### config.mk
export PLATFORM = sky130hd
export DESIGN_NAME = spi_rr_packet_arbiter
export DESIGN_NICKNAME = d
export VERILOG_FILES = /design/src/rtl/spi_rr_packet_arbiter.sv
export SDC_FILE = /design/constraint.sdc
export NUM_CORES = 1
export LEC_CHECK = 0
export ABC_CLOCK_PERIOD_IN_PS = 4560
export BUFFER_PORTS_ARGS = -buffer_cell sky130_fd_sc_hd__clkbuf_2
export CAP_MARGIN = 20
export CORE_UTILIZATION = 35
export CTS_BUF_LIST = sky130_fd_sc_hd__clkbuf_2 sky130_fd_sc_hd__clkbuf_4 sky130_fd_sc_hd__clkbuf_8
export CTS_CLUSTER_SIZE = 16
export DETAILED_ROUTE_END_ITERATION = 6
export GPL_ROUTABILITY_DRIVEN = 0
export HOLD_SLACK_MARGIN = 0.12
export PLACE_DENSITY = 0.93
export SLEW_MARGIN = 20
export SYNTH_ARGS = -nofsm -noshare
export SYNTH_HDL_FRONTEND = slang
export SYNTH_SLANG_ARGS = --single-unit
### constraint.sdc
create_clock -name clk -period 4.56 [get_ports clk]
set_input_delay 0.456 -clock clk [delete_from_list [all_inputs] [get_ports clk]]
set_output_delay 0.456 -clock clk [all_outputs]
set_load 0.02 [all_outputs]
### src/rtl/spi_rr_packet_arbiter.sv
// Round-robin, packet-locking arbiter sharing one val/rdy SPI response path.
// Optional stall timeout (timeout_err output) is built when ARB_TIMEOUT_EN is defined.
module spi_rr_packet_arbiter #(
  parameter int unsigned nbits      = 32,
  parameter int unsigned num_inputs = 4,
  parameter int unsigned addr_nbits = $clog2(num_inputs),
  parameter int unsigned pkt_beats  = 4
`ifdef ARB_TIMEOUT_EN
  ,
  parameter int unsigned timeout_cycles = 64
`endif
) (
  input  logic                        clk,
  input  logic                        reset,
  input  logic                        req_val [num_inputs],
  output logic                        req_rdy [num_inputs],
  input  logic [nbits-1:0]            req_msg [num_inputs],
  output logic                        resp_val,
  input  logic                        resp_rdy,
  output logic [addr_nbits+nbits-1:0] resp_msg,
  output logic [addr_nbits-1:0]       grant_idx,
  output logic                        busy
`ifdef ARB_TIMEOUT_EN
  ,
  output logic                        timeout_err
`endif
);

  localparam int unsigned CNT_W = $clog2(pkt_beats + 1);

  typedef enum logic {IDLE, LOCKED} state_e;

  state_e                 state_q, state_d;
  logic [addr_nbits-1:0]  lock_idx_q, lock_idx_d;
  logic [addr_nbits-1:0]  last_idx_q, last_idx_d;
  logic [CNT_W-1:0]       beat_cnt_q, beat_cnt_d;
  logic [addr_nbits-1:0]  pick;
  logic [addr_nbits-1:0]  sel;
  logic                   pick_found;
  logic                   active;
  logic                   xfer;

`ifdef ARB_TIMEOUT_EN
  localparam int unsigned STALL_W = $clog2(timeout_cycles + 1);

  logic [STALL_W-1:0] stall_cnt_q, stall_cnt_d;
  logic               timeout_err_q, timeout_err_d;

  assign timeout_err = timeout_err_q;
`endif

  // First valid requester after last_idx, wrapping around.
  always_comb begin : pick_search
    int unsigned idx;
    idx        = 0;
    pick       = '0;
    pick_found = 1'b0;
    for (int unsigned i = 1; i <= num_inputs; i++) begin
      idx = (32'(last_idx_q) + i) % num_inputs;
      if (!pick_found && req_val[addr_nbits'(idx)]) begin
        pick       = addr_nbits'(idx);
        pick_found = 1'b1;
      end
    end
  end

  // Response mux: locked owner, else the live pick; everything quiet in reset.
  always_comb begin
    sel = (state_q == LOCKED) ? lock_idx_q : pick;
    if (reset) begin
      sel = '0;
    end
    active    = !reset && ((state_q == LOCKED) || pick_found);
    grant_idx = sel;
    resp_val  = active && req_val[sel];
    resp_msg  = {sel, req_msg[sel]};
    busy      = (state_q == LOCKED);
    for (int unsigned i = 0; i < num_inputs; i++) begin
      req_rdy[i] = active && resp_rdy && (sel == addr_nbits'(i));
    end
  end

  assign xfer = resp_val && resp_rdy;

  always_comb begin
    state_d    = state_q;
    lock_idx_d = lock_idx_q;
    last_idx_d = last_idx_q;
    beat_cnt_d = beat_cnt_q;
`ifdef ARB_TIMEOUT_EN
    stall_cnt_d   = stall_cnt_q;
    timeout_err_d = 1'b0;
`endif
    case (state_q)
      IDLE: begin
        // A stalled first beat also locks, keeping resp_msg stable until accepted.
        if (resp_val) begin
`ifdef ARB_TIMEOUT_EN
          stall_cnt_d = '0;
`endif
          if (resp_rdy && (pkt_beats == 1)) begin
            last_idx_d = pick;
          end else begin
            state_d    = LOCKED;
            lock_idx_d = pick;
            beat_cnt_d = resp_rdy ? CNT_W'(1) : '0;
          end
        end
      end
      LOCKED: begin
        if (xfer) begin
`ifdef ARB_TIMEOUT_EN
          stall_cnt_d = '0;
`endif
          if (beat_cnt_q == CNT_W'(pkt_beats - 1)) begin
            state_d    = IDLE;
            last_idx_d = lock_idx_q;
            beat_cnt_d = '0;
          end else begin
            beat_cnt_d = beat_cnt_q + CNT_W'(1);
          end
        end
`ifdef ARB_TIMEOUT_EN
        else if (stall_cnt_q == STALL_W'(timeout_cycles - 1)) begin
          state_d       = IDLE;
          last_idx_d    = lock_idx_q;
          beat_cnt_d    = '0;
          stall_cnt_d   = '0;
          timeout_err_d = 1'b1;
        end else begin
          stall_cnt_d = stall_cnt_q + STALL_W'(1);
        end
`endif
      end
      default: state_d = IDLE;
    endcase
  end

  always_ff @(posedge clk or posedge reset) begin
    if (reset) begin
      state_q    <= IDLE;
      lock_idx_q <= '0;
      last_idx_q <= addr_nbits'(num_inputs - 1);
      beat_cnt_q <= '0;
`ifdef ARB_TIMEOUT_EN
      stall_cnt_q   <= '0;
      timeout_err_q <= 1'b0;
`endif
    end else begin
      state_q    <= state_d;
      lock_idx_q <= lock_idx_d;
      last_idx_q <= last_idx_d;
      beat_cnt_q <= beat_cnt_d;
`ifdef ARB_TIMEOUT_EN
      stall_cnt_q   <= stall_cnt_d;
      timeout_err_q <= timeout_err_d;
`endif
    end
  end

endmodule
# Word-level counts from Yosys, hierarchy flattened

Index checks and enable logic that the tools add are counted.

Bits in writable memories: 0
Word-level logic and storage cells: 83
Output and inout port bits: 42
Latch bits: 0
Register bits: 8
ROM bits: 0
Memories kept: 0

Equality and inequality tests: 6
Reduce and logical (&&, ||, !) cells: 20
Bitwise gates (word level): 6
$lt $le $gt $ge: 5
Multiplexer cells: 37
Shifts and indexed selects: 0
Multipliers: 0
Div/mod/pow operators: 0
$add $sub $neg: 5

Operators with widths:

| operator                                                  | number |
|---|---|
| binary-select mux 32 bit (select 2 bit)                   | 1 |
| 2-to-1 mux 32 bit                                         | 2 |
| 2-to-1 mux 1 bit                                          | 18 |
| greater-or-equal comparator 3 bit (second input constant) | 5 |
| NOT 2 -> 3 bit                                            | 5 |
| 2-to-1 mux 2 bit                                          | 6 |
| logical AND 1 bit                                         | 11 |
| binary-select mux 1 bit (select 2 bit)                    | 5 |
| 2-to-1 mux 3 bit                                          | 3 |
| one-hot mux 3 bit (2 select lines)                        | 1 |
| adder 2 x 1 -> 2 bit (second input constant)              | 2 |
| adder 2 bit (second input constant)                       | 2 |
| equality test 2 bit (second input constant)               | 2 |
| logical NOT 1 bit                                         | 4 |
| AND reduction 2 bit                                       | 2 |
| adder 3 x 1 -> 3 bit (second input constant)              | 1 |
| equality test 3 x 2 -> 1 bit (second input constant)      | 1 |
| AND reduction 3 bit                                       | 1 |
| equality test 2 x 1 -> 1 bit (second input constant)      | 1 |
| logical NOT 2 bit                                         | 1 |
| inequality test 2 x 1 -> 1 bit (second input constant)    | 1 |
| inequality test 2 bit (second input constant)             | 1 |
| one-hot mux 1 bit (2 select lines)                        | 1 |
| logical OR 1 bit                                          | 1 |
| NOT 1 bit                                                 | 1 |

# Logic depth before layout (Yosys ltp)

Word-level depth: 25
Gate-level depth with buffers: 8
Mapped depth without buffers: 7

# Least setup slack after synthesis

Ideal clock, no wire load.

Path kind: reg2out
Start point: register last_idx_q[1]
End point: output req_rdy[1] in the netlist's numbering
Slack: 1761 ps
Data required time: 4104 ps
Data arrival time: 2343 ps
Cell stages (with the launch flop): 8
Path through: dfstp_2 mux2_4 a211oi_2 a21o_1 inv_2 buf_2 buf_1 nor3_1

RTL lines:

| element                | RTL line | RTL |
|---|---|---|
| start, declared        | 35       | `logic [addr_nbits-1:0] last_idx_q, last_idx_d;` |
| start signal, assigned | 143      | `last_idx_q <= addr_nbits'(num_inputs - 1);` |
| start signal, assigned | 152      | `last_idx_q <= last_idx_d;` |
| end, declared          | 16       | `output logic req_rdy [num_inputs],` |

# Worst setup path after layout

Start point: register last_idx_q[0]
End point: output resp_msg[7]

Cells in the longest elaborated chain, start to end: 21

RTL lines:

| element                                                 | RTL line | RTL |
|---|---|---|
| adder 2 x 1 -> 2 bit                                    | 59       | `idx = (32'(last_idx_q) + i) % num_inputs;` |
| NOT 2 -> 3 bit (not written as such)                    | 60       | `if (!pick_found && req_val[addr_nbits'(idx)]) begin` |
| binary-select mux 1 bit (select 2 bit)                  | 60       |  |
| 2-to-1 mux 1 bit (not written as such) (2 in series)    | 60       |  |
| 2-to-1 mux 1 bit                                        | 60       |  |
| logical NOT 1 bit                                       | 60       |  |
| logical AND 1 bit                                       | 60       |  |
| 2-to-1 mux 1 bit                                        | 60       |  |
| [3 not listed]                                          | --       |  |
| logical NOT 1 bit                                       | 60       |  |
| logical AND 1 bit                                       | 60       |  |
| 2-to-1 mux 2 bit *                                      | 60       |  |
| 2-to-1 mux 2 bit *                                      | 69       | `sel = (state_q == LOCKED) ? lock_idx_q : pick;` |
| 2-to-1 mux 2 bit *                                      | 70       | `if (reset) begin` |
| NOT 2 -> 3 bit (not written as such) *                  | 76       | `resp_msg = {sel, req_msg[sel]};` |
| binary-select mux 32 bit (select 2 bit) *               | 76       |  |
| 2-to-1 mux 32 bit (not written as such) * (2 in series) | 76       |  |
| end, declared                                           | 20       | `output logic [addr_nbits+nbits-1:0] resp_msg,` |

Every way passes the cells marked *; elsewhere a longest branch is shown, timed or not. The select of a mux whose other input is x is not followed.

==> summary.md <==
| Metric | Value |
|---|---|
| Yosys reg bits | `8` |
| Most common cell in the netlist | `nand2_1` |
| Worst setup EP type | `primary output` |
| Clk sinks | `8` |
| Postcts setup bufs | `0` |
| Via count | `2604` |
| CTS root buf | `clkbuf_8` |
| Cell Count, Final, Fillers Out | `492` |
| Top_reg_cell synth | `dfrtp_1` |
| Post-synth cell types | `40` |
| Core area | `4354 sq um` |
| Async set or reset register ratio after synthesis | `100.0%` |
| Cell Area, Synth | `1595 sq um` |
| DPL Wire Length | `4588 um` |
| Top cells by area, synth | `nand2_1 (31%), a31oi_1 (13%), and3_1 (13%), dfrtp_1 (9.4%), clkbuf_1 (3.3%)` |
| Remaining global-route overflow | `0` |
| Final Hold Vio Count | `0` |
| H-tree Lvls | `1` |
| Number of enable flip-flop cells after synthesis | `0` |
| DR WL/cell | `12.60 um` |
| Final WL | `6199 um` |
| Synthesis Warnings | `0` |
| Vert. Die Dim | `69.51 um` |
| Die area | `4832 sq um` |
| FP Rows | `24` |
| Synth cell count leaders | `nand2_1 (133), a31oi_1 (34), and3_1 (33)` |
| Max Cap Violations | `0` |
| Post-Route Utilization | `57.50%` |
| Largest net degree at the start of global routing | `67` |
| Worst path slowest cell | `inv_1` |
| Critical Path RT | `4.10 ns` |
| Detailed-route DRC error count | `0` |
| CTS tree | `yes` |
| Clock tree buffer depth | `2` |
| Share of the synthesized area in the top cell type | `31.29%` |
| Crit-path cells | `inv_1 -> o2bb2ai_1 -> a221o_1 -> a21o_1 -> buf_4 -> inv_1 -> and3_1 -> a31oi_1 -> clkbuf_2` |
| Final period util | `78.12%` |
| # fillers | `389` |
| Area leader, netlist | `nand2_1` |
| Final ANT Viol Nets | `0` |
| Clock-pin slew on the worst setup and hold paths | `0.04 ns` |
| IO Port Bufs | `176` |
| Worst EP arrival | `3.11 ns` |
| CP startpoint | `last_idx_q[0]$_DFFE_PP1P_` |
| Slew Viols, Final | `0` |
| Startpoint Class | `flop` |
| Initial Util | `36.64%` |
| Vias per std cell | `5.293` |
| Final nets | `578` |
| Outcome | `finished, final reports clean` |
| Layout cells sized above 1 | `43.64%` |
| Antenna cells | `0` |
| Power Dens Cells | `476.2 nW/um^2` |
| Vias in the first global route | `2483` |
| Post-CTS Resized | `0` |
| DR iter-0 viols | `124` |
| Endpoints failing setup | `0` |
| Crit path buf inv count | `4` |
| Mapped Cells | `282` |
| First-pass GRT wire length | `10540 um` |
| Slowest stage delay, CP | `0.69 ns` |
| CP Class | `flop to primary output` |
| Sequential-to-total area share from yosys stat | `12.71%` |
| Maximum vdd drop | `0.0001914 V` |
| Pre-CTS WS | `1.176 ns` |
| Worst r2r src | `last_idx_q[0]$_DFFE_PP1P_` |
| Area used by multi-input combinational logic | `1261 sq um` |
| Total CTS buffers | `3` |
| Storage cell area | `202.7 sq um` |
| Max Clock Freq | `280.7 MHz` |
| Antenna violations before repair | `0` |
| Area growth syn-to-layout | `56.94%` |
| Hold Crit Class | `primary input to asynchronous set/reset pin` |
| PnR worst setup slack | `0.9975 ns` |
| 1st-pass router iterations | `4` |
| Pleak | `1.537 nW` |
| Setup_tns | `0 ns` |
| Placed cell count | `489` |
| Synthesized area per cell | `5.657 sq um` |
| Worst rel slew slack | `41.50%` |
| I/O pin cnt | `177` |
| CP top delay family | `buffers and inverters` |
| Hold_buf cts | `0` |
| Worst Tran Pin Value | `0.8765 ns` |
| Unrepaired setup endpoints after global routing | `false` |
| CP max FO | `38` |
| Skew final | `0.001822 ns` |
| Skew-Pair Late Insertion Delay | `0.23 ns` |
| GRT Total Usage | `25.68%` |
| Min Tclk post-route | `3.562 ns` |
| Die X | `69.51 um` |
| Crit-path most repeated cell | `inv_1` |
| Syn nets | `418` |
report_power, final:
| part | switching [mW] | total [mW] | internal, mW | leakage [nW] |
|---|---|---|---|---|
| Combinational | 0.632 | 0.978 | 0.347 | 1.42 |
| Clock | 0.0284 | 0.0857 | 0.0572 | 0.0216 |
| Sequential | 0.0268 | 0.128 | 0.101 | 0.0919 |
| Total | 0.687 | 1.19 | 0.505 | 1.54 |
cells in the final DEF (no fill, tap or decap), drive strengths merged:
master | Yosys | final
a22o | 1 | 1
nor3b | 2 | 2
clkbuf | 14 | 179
o21ba | 1 | 1
nor4 | 1 | 1
mux2 | 2 | 2
or4 | 1 | 1
nand2 | 133 | 133
a31oi | 34 | 34
nand2b | 1 | 1
a21oi | 1 | 1
o22ai | 2 | 2
a21o | 3 | 3
or2 | 2 | 2
a32o | 1 | 1
inv | 8 | 8
nor3 | 4 | 4
a211o | 2 | 2
o21a | 1 | 1
nor2 | 2 | 2
dfrtp | 6 | 6
or3 | 1 | 1
a2111oi | 1 | 1
and3 | 33 | 33
a21boi | 1 | 1
a221o | 1 | 1
mux2i | 1 | 1
a211oi | 3 | 3
o21ai | 4 | 4
buf | 10 | 3
ha | 1 | 1
nor2b | 1 | 1
o2bb2ai | 1 | 1
dfstp | 2 | 2
worst register-to-register path: stages (launching register included):
cell and delay [ns]:
dfstp_2 0.53, inv_1 0.08, o2bb2ai_1 0.15, a221o_1 0.42
a21o_1 0.21, buf_4 0.25, a211oi_2 0.45, mux2_1 0.36
sequential cells by signal, indices dropped and copies added (netlist names):
signal      cells
beat_cnt_q      3
busy            1
last_idx_q      2
lock_idx_q      2
final timing paths:
check | end | slack, ns | depth (start not counted)
min in group clk | lock_idx_q[1]$_DFFE_PP0P_ | 0.52 | 2
setup reg to reg | last_idx_q[1]$_DFFE_PP1P_ | 2.05 | 7
setup / recovery | resp_msg[7] | 1.0 | 9
hold / removal | lock_idx_q[1]$_DFFE_PP0P_ | 0.26 | 2
hold reg to reg | beat_cnt_q[0]$_DFFE_PP0P_ | 0.52 | 1
max in group asynchronous | last_idx_q[0]$_DFFE_PP1P_ | 4.00 | 2
cells by family (layout without fill, tap and decap cells):
family | Yosys count | count (layout) | share of synthesized area (%)
AO/OA/AOI/OAI | 57 | 57 | 26.20
adder cells (fa/ha/maj) | 1 | 1 | 0.7842
buffers and inverters | 32 | 190 | 8.313
flip-flops | 8 | 8 | 12.71
multiplexers | 3 | 3 | 2.274
AND/OR/NAND/NOR | 181 | 181 | 49.73
stage by stage:
stage / hold slack (ns) / cell area [sq um] / power (mW)
global route: 0.2917 / 2504 / 1.296
finish: 0.2556 / 2504 / 1.192
floorplan: 0.2770 / 1595 / 0.8131
CTS: 0.2591 / 2504 / 1.193
detailed placement: 0.5015 / 2462 / 1.101
global placement: 0.4938 / 2462 / 1.082
layer usage:
layer / up-vias / GRT usage, % / wire, um
met1: 1134 / 30.35 / 2496
met2: 158 / 46.17 / 3037
met5: - / 0 / 0
met3: 25 / 3.779 / 492
li1: 1287 / - / -
met4: 0 / 10.20 / 173
cell type report:
cell class              instances  share of cell area, %
clock buffers                   3                  1.649
inverters                       8                  1.199
multi-input cells             242                  50.37
flip-flops and latches          8                  8.096
well taps                      52                  2.599
repair buffers                179                  36.08
No activity file was read; power rests on OpenSTA's default activity.
